### src/rtl/ysyx_24120013_ifu_fetch.sv
// Instruction fetch stage: owns the fetch PC, issues one memory read at a time, buffers returned words for the IDU.
// Latency: first request 1 cycle after reset release; a response in cycle N is visible to the IDU in cycle N+1.
// Backpressure: stops issuing while the buffer (counting the outstanding read) is full; a request is held until mem_req_ready.
//
// Ports:
//   clk, rst                  clock and synchronous active-high reset
//   jmp_en, jmp_pc            redirect pulse and target (low two bits ignored)
//   mem_req_*                 read request channel (valid/ready, word-aligned address)
//   mem_rsp_*                 read response (valid, data, access fault)
//   inst_valid/inst_ready     handshake to the IDU; inst, inst_pc, inst_err describe the buffer head
module ysyx_24120013_ifu_fetch #(
  parameter int                    ADDR_WIDTH = 32,
  parameter int                    DATA_WIDTH = 32,
  parameter logic [ADDR_WIDTH-1:0] RESET_PC   = 32'h8000_0000,
  parameter int                    FIFO_DEPTH = 2
) (
  input  logic                  clk,
  input  logic                  rst,
  input  logic                  jmp_en,
  input  logic [ADDR_WIDTH-1:0] jmp_pc,
  output logic                  mem_req_valid,
  input  logic                  mem_req_ready,
  output logic [ADDR_WIDTH-1:0] mem_req_addr,
  input  logic                  mem_rsp_valid,
  input  logic [DATA_WIDTH-1:0] mem_rsp_data,
  input  logic                  mem_rsp_err,
  output logic                  inst_valid,
  input  logic                  inst_ready,
  output logic [DATA_WIDTH-1:0] inst,
  output logic [ADDR_WIDTH-1:0] inst_pc,
  output logic                  inst_err
);

  localparam int PTR_W = (FIFO_DEPTH > 1) ? $clog2(FIFO_DEPTH) : 1;
  localparam logic [PTR_W:0] FULL_COUNT = (PTR_W + 1)'(FIFO_DEPTH);

  typedef enum logic [1:0] {IDLE, REQ, WAIT, DROP} state_t;

  state_t                state;
  logic [ADDR_WIDTH-1:0] fetch_pc;
  logic                  redirect_seen;   // a redirect hit while the request was still waiting for acceptance

  logic [DATA_WIDTH-1:0] buf_inst [FIFO_DEPTH];
  logic [ADDR_WIDTH-1:0] buf_pc   [FIFO_DEPTH];
  logic                  buf_err  [FIFO_DEPTH];
  logic [PTR_W-1:0]      wr_ptr;
  logic [PTR_W-1:0]      rd_ptr;
  logic [PTR_W:0]        fifo_count;

  logic [ADDR_WIDTH-1:0] jmp_target;
  logic                  push;
  logic                  pop;

  assign jmp_target = jmp_pc & ~ADDR_WIDTH'(3);

  // The matching request is always mem_req_addr, which is held after the handshake.
  assign push = (state == WAIT) && mem_rsp_valid && !jmp_en;
  assign pop  = inst_valid && inst_ready;

  // Suppress handoff in the redirect cycle: the head belongs to the old path.
  assign inst_valid = (fifo_count != '0) && !jmp_en;
  assign inst       = buf_inst[rd_ptr];
  assign inst_pc    = buf_pc[rd_ptr];
  assign inst_err   = buf_err[rd_ptr];

  always_ff @(posedge clk) begin
    if (rst) begin
      state         <= IDLE;
      fetch_pc      <= RESET_PC;
      mem_req_valid <= 1'b0;
      mem_req_addr  <= '0;
      redirect_seen <= 1'b0;
    end else begin
      if (jmp_en) fetch_pc <= jmp_target;
      case (state)
        IDLE: begin
          // No read is outstanding here, so the occupancy alone is the space check.
          if (!jmp_en && (fifo_count < FULL_COUNT)) begin
            state         <= REQ;
            mem_req_valid <= 1'b1;
            mem_req_addr  <= fetch_pc;
            fetch_pc      <= fetch_pc + ADDR_WIDTH'(4);
            redirect_seen <= 1'b0;
          end
        end
        REQ: begin
          // A request is never withdrawn; a redirect only marks its response as stale.
          if (jmp_en) redirect_seen <= 1'b1;
          if (mem_req_ready) begin
            mem_req_valid <= 1'b0;
            state         <= (jmp_en || redirect_seen) ? DROP : WAIT;
          end
        end
        WAIT: begin
          if (mem_rsp_valid)  state <= IDLE;
          else if (jmp_en)    state <= DROP;
        end
        DROP: begin
          if (mem_rsp_valid)  state <= IDLE;
        end
        default: state <= IDLE;
      endcase
    end
  end

  always_ff @(posedge clk) begin
    if (rst) begin
      wr_ptr     <= '0;
      rd_ptr     <= '0;
      fifo_count <= '0;
      for (int i = 0; i < FIFO_DEPTH; i++) begin
        buf_inst[i] <= '0;
        buf_pc[i]   <= '0;
        buf_err[i]  <= 1'b0;
      end
    end else if (jmp_en) begin
      // Redirect wins over any push or pop in the same cycle.
      wr_ptr     <= '0;
      rd_ptr     <= '0;
      fifo_count <= '0;
    end else begin
      if (push) begin
        buf_inst[wr_ptr] <= mem_rsp_err ? '0 : mem_rsp_data;
        buf_pc[wr_ptr]   <= mem_req_addr;
        buf_err[wr_ptr]  <= mem_rsp_err;
        wr_ptr           <= wr_ptr + 1'b1;
      end
      if (pop) rd_ptr <= rd_ptr + 1'b1;
      case ({push, pop})
        2'b10:   fifo_count <= fifo_count + 1'b1;
        2'b01:   fifo_count <= fifo_count - 1'b1;
        default: fifo_count <= fifo_count;
      endcase
    end
  end

endmodule

### config.mk
export PLATFORM = sky130hd
export DESIGN_NAME = ysyx_24120013_ifu_fetch
export DESIGN_NICKNAME = d
export VERILOG_FILES = /design/src/rtl/ysyx_24120013_ifu_fetch.sv
export SDC_FILE = /design/constraint.sdc
export NUM_CORES = 1
export LEC_CHECK = 0
export ABC_AREA = 1
export CORE_ASPECT_RATIO = 0.6
export CORE_MARGIN = 4
export CORE_UTILIZATION = 55
export DETAILED_ROUTE_END_ITERATION = 12
export HOLD_SLACK_MARGIN = 0.12
export MAX_ROUTING_LAYER = met4
export PLACE_DENSITY = 0.84
export SLEW_MARGIN = 20
export SYNTH_ARGS = -nofsm -noshare
export SYNTH_HDL_FRONTEND = slang
export SYNTH_SLANG_ARGS = --single-unit
### constraint.sdc
create_clock -name clk -period 9.8 [get_ports clk]
set_input_delay 2.45 -clock clk [delete_from_list [all_inputs] [get_ports clk]]
set_output_delay 2.45 -clock clk [all_outputs]
set_load 0.02 [all_outputs]
# After elaboration in Yosys (flattened, before gate mapping)
# Memory sizes are Yosys's and may differ from the RTL's. A register that Yosys moved wholly into a read port is not among the register bits.
# Cells that the tools add are included.
totals:
  register_bits: 72
  mem_bits_rw: 130
  in_bits: 71
  output_inout_bits: 99
  elab_cells: 85
  n_memories: 3
op_classes:
  addsub: 5
  order_cmp: 1
  n_eq_ne: 10
  mux: 39
  reduce_logical: 19
mem_list:
  columns: ["memory", "depth", "width", "read_ports", "rd_clocked_by_memory_dff", "write_ports", "line", "source"]
  rows:
  - ["buf_inst", 2, 32, 1, 1, 2, "43", "logic [DATA_WIDTH-1:0] buf_inst [FIFO_DEPTH];"]
  - ["buf_pc", 2, 32, 1, 1, 2, "44", "logic [ADDR_WIDTH-1:0] buf_pc [FIFO_DEPTH];"]
  - ["buf_err", 2, 1, 1, 1, 2, "45", "logic buf_err [FIFO_DEPTH];"]
op_table:
  columns: ["operator", "count"]
  rows:
  - ["32-bit two-way mux", 6]
  - ["32-bit OR reduction", 2]
  - ["32-bit by 3-bit adder with 32-bit output (second input constant)", 1]
  - ["1-bit two-way mux", 24]
  - ["2-bit two-way mux", 5]
  - ["2-bit != test (second input constant)", 4]
  - ["2-bit one-hot mux with 4 select lines", 1]
  - ["2-bit equality test (second input constant)", 3]
  - ["3-bit AND reduction", 2]
  - ["2-bit nonzero test", 3]
  - ["1-bit logical AND", 5]
  - ["2-bit by 1-bit equality test with 1-bit output (second input constant)", 2]
  - ["1-bit one-hot mux with 2 select lines", 2]
  - ["2-bit one-hot mux with 2 select lines", 1]
  - ["4-bit AND reduction", 1]
  - ["3-bit != test (second input constant)", 1]
  - ["1-bit adder (second input constant)", 2]
  - ["2-bit by 1-bit adder with 2-bit output (second input constant)", 1]
  - ["2-bit zero test", 1]
  - ["2-bit < comparator (second input constant)", 1]
  - ["2-bit AND reduction", 1]
  - ["2-bit OR reduction", 1]
  - ["2-bit by 1-bit subtractor with 2-bit output (second input constant)", 1]
  - ["1-bit zero test", 1]
  - ["2 further kinds", 2]

# Longest topological paths before layout
depth:
  depth_word: 9
  ltp_mapped: 11

# Worst setup path before layout
# No wires, ideal clock.
synth_timing:
  path_type: "input -> output"
  startpoint: "in jmp_en"
  endpoint: "out inst_valid"
  arrival_time_ns: 2.980
  required_ns: 7.350
  slack_ns: 4.370
  cell_stages: 2
  path_cell_list: "buf_2 a21oi_1"
synth_between:
  elab_chain_cells: 2
synth_rtl:
  columns: ["item", "line", "source"]
  rows:
  - ["from (decl)", "19", "input logic jmp_en,"]
  - ["1-bit zero test", "61", "assign inst_valid = (fifo_count != '0) && !jmp_en;"]
  - ["1-bit logical AND", "61", null]
  - ["to (decl)", "27", "output logic inst_valid,"]
# No other way between the ends.

# Worst setup path in the final report
# Same ends and word-level chain as after synthesis.

==> impl_metrics.tcl <==
set metrics [dict create \
    outcome "complete, no violations" \
    detail-route-antenna-nets 0 \
    synth_top_family_by_area "simple AND/OR/NAND/NOR gates" \
    cts_sinks 203 \
    cts_tree "yes" \
    peakVddDrop_mv 0.136 \
    post-place-cells 1304 \
    seq_area_frac_synth_pct 57.7 \
    synthTopCellsByCount "132 x nor2_1, 130 x edfxtp_1, 124 x nand2_1" \
    seq_area_um2 5370 \
    async_flop_share_pct 0 \
    crit_required_ns 7.35 \
    cts_max_level 1 \
    critPathKind "in -> out" \
    r2r_cells 10 \
    dp_slack_ns 3.33 \
    setup_viol 0 \
    slew_headroom_pct 37.9 \
    setup_slack_ns 3.29 \
    powerDensity_nw_per_um2 200 \
    start_util_pct 56.8 \
    synth_largest_area_cell "edfxtp_1" \
    die_y_um 109 \
    wirelength_um 23200 \
    timing.hold.ws_ns 0.451 \
    cts_hold_buf 0 \
    final_layout_size_suffix_gt1_share_pct 11.4 \
    io_pins 170 \
    finalNonFillerCells 1338 \
    synth-compound-area-share_pct 7.88 \
    yosys.cell_count.top_type "nor2_1" \
    firstDrtPassIters 5 \
    synth_top_area_share_pct 42.0 \
    ys_warn_count 0 \
    cp_common_cell "clkdlybuf4s50_1" \
    grt_overflow 0 \
    grt_pass1_wl_um 36100 \
    vias_per_cell 5.44 \
    die_area_um2 19100 \
    synth_area_um2 9310 \
    grt_pass1_vias 6873 \
    drc 0 \
    post_cts_resized 0 \
    clk_latency_ns 0.49 \
    ys_seq_elements 203 \
    nets 1170 \
    maxCapViolCount 0 \
    critPathLaunchType "primary input" \
    drt_iter0_markers 568 \
    hpwl_um 15300 \
    grt_max_degree 70 \
    slew_viol_final 0 \
    syn_nets 1031 \
    power_mw 2.34 \
    cts_buffer_depth 3 \
    synth_fa_ha_area_share_pct 0.269 \
    crit_path_cell_trace "clkdlybuf4s50_1 > buf_4 > a21oi_1 > clkdlybuf4s50_1" \
    fin_tns_setup_ns 0 \
    multi_input_area_um2 3300 \
    syn_area_per_cell_um2 9.71 \
    wl_per_cell_um 17.4 \
    clkTransAtPathRegs_ns 0.06 \
    worstMarginPinSlew_ns 0.932 \
    grt_antenna_before_repair 0 \
    post-cts-setup-buffers 0 \
    hold_viol 0 \
    synth-simple-area-share_pct 18.8 \
    synth_top_cells_by_area "edfxtp_1 42%, dfxtp_1 16%, mux2_2 7.9%" \
    rsz0062_at_grt "false" \
    nFillCells 1245 \
    cp_slowest_stage_delay_ns 0.68 \
    hold_path_class "reg -> reg" \
    route.vias.total 7278 \
    areaGrowthSynthToFinish_pct 25.6 \
    die_w_um 176 \
    io_buffer_count 167 \
    max_freq_ghz 0.154 \
    synthFlopType "edfxtp_1" \
    core_um2 16400 \
    crit_path_top_delay_cell "clkdlybuf4s50_1" \
    finalClockSkew_ns 0.0176 \
    core.rowCount 36 \
    antenna_cells 0 \
    arrival_ns 4.06 \
    leakagePower_nw 4.44 \
    synthCells 958 \
    gp_congestion 0.937 \
    period_share_pct 66.4 \
    ctsRootBufferMaster "clkbuf_16" \
    min_period_ns 6.51 \
    synthDistinctLibCells 39 \
    synth_edf_count 130 \
    synth_xor_area_share_pct 0.471 \
    cp-end-kind "output port" \
    hold_depth 2 \
    synth_mux_area_share_pct 7.87 \
    cts_inserted_buffers 19 \
    crit_fanout 41 \
    grt_usage_pct 24.6 \
]
[critical path: cells and delay by family]
family	cells	cell delay [ns]
buffers and inverters	3	1.33
AO/OA/AOI/OAI	1	0.26
[where the power goes]
| part | switching, mW | internal [mW] |
|---|---|---|
| Sequential | 0.0759 | 1.01 |
| Combinational | 0.342 | 0.208 |
| Clock | 0.312 | 0.395 |
[flip-flops by register name, indices dropped and copies added (netlist names), named ones only]
| signal | flops |
|---|---|
| redirect_seen | 1 |
| buf_pc | 64 |
| state | 2 |
| mem_req_valid | 1 |
| fifo_count | 2 |
| mem_req_addr | 32 |
| buf_err | 2 |
| rd_ptr | 1 |
| wr_ptr | 1 |
| fetch_pc | 32 |
| buf_inst | 64 |
[per-stage QoR]
step,cell area [um^2],utilization [%]
finish,11700,71.3
global route,11700,71.3
CTS,11700,71.2
detailed placement,11100,67.7
global placement,11100,67.7
floorplan,9310,-
[metal layers]
| layer | global-route usage [%] | vias up | routed length [um] |
|---|---|---|---|
| met2 | 34.9 | 326 | 9800 |
| met1 | 36.7 | 3402 | 11000 |
| met3 | 5.89 | 19 | 2220 |
| met4 | 4.00 | 0 | 240 |
| li1 | - | 3531 | - |
| met5 | - | - | 0 |
[cell usage in the layout (no fill, tap or decap), types with 3 or more instances in the layout]
cell type	Yosys	layout
nor2_2	3	3
nand3_1	25	24
clkbuf_16	0	19
nor2_1	132	132
o211ai_1	5	5
mux2_2	65	65
a21oi_1	50	50
inv_1	110	110
edfxtp_1	130	130
nand3_2	2	3
nor2_4	3	3
nand4_1	8	8
dfxtp_1	73	72
nor3_1	77	77
buf_4	0	7
clkdlybuf4s50_1	0	166
clkinv_2	0	5
o21ai_0	46	46
a211oi_1	16	16
nand2_1	124	122
inv_2	3	3
nand2_4	3	5
clkbuf_1	21	4
xor2_1	4	4
[path summary, 6_finish.rpt]
check,startpoint,to,slack [ns]
max,jmp_en,inst_valid,3.29
min,fetch_pc[1]$_SDFFE_PP0N_,fetch_pc[1]$_SDFFE_PP0N_,0.45
max reg2reg,state[1]$_SDFFE_PP0P_,fetch_pc[17]$_SDFF_PP0_,6.94
min reg2reg,fetch_pc[1]$_SDFFE_PP0N_,fetch_pc[1]$_SDFFE_PP0N_,0.45
[cell type report]
type | instances | area share [%]
inverter | 113 | 3.63
timing repair buffer | 173 | 14.7
sequential | 203 | 46.0
multi-input combinational | 587 | 28.3
tap | 228 | 2.44
clock buffer | 24 | 4.32
clock inverter | 10 | 0.728
[kinds of logic after synthesis]
kind of cell,count (synthesis)
simple gates,386
flops,203
buf+inv,168
compound gates,129
mux,65
xor+xnor,5
fa+ha+maj,2
(Power assumes the default switching activity.)
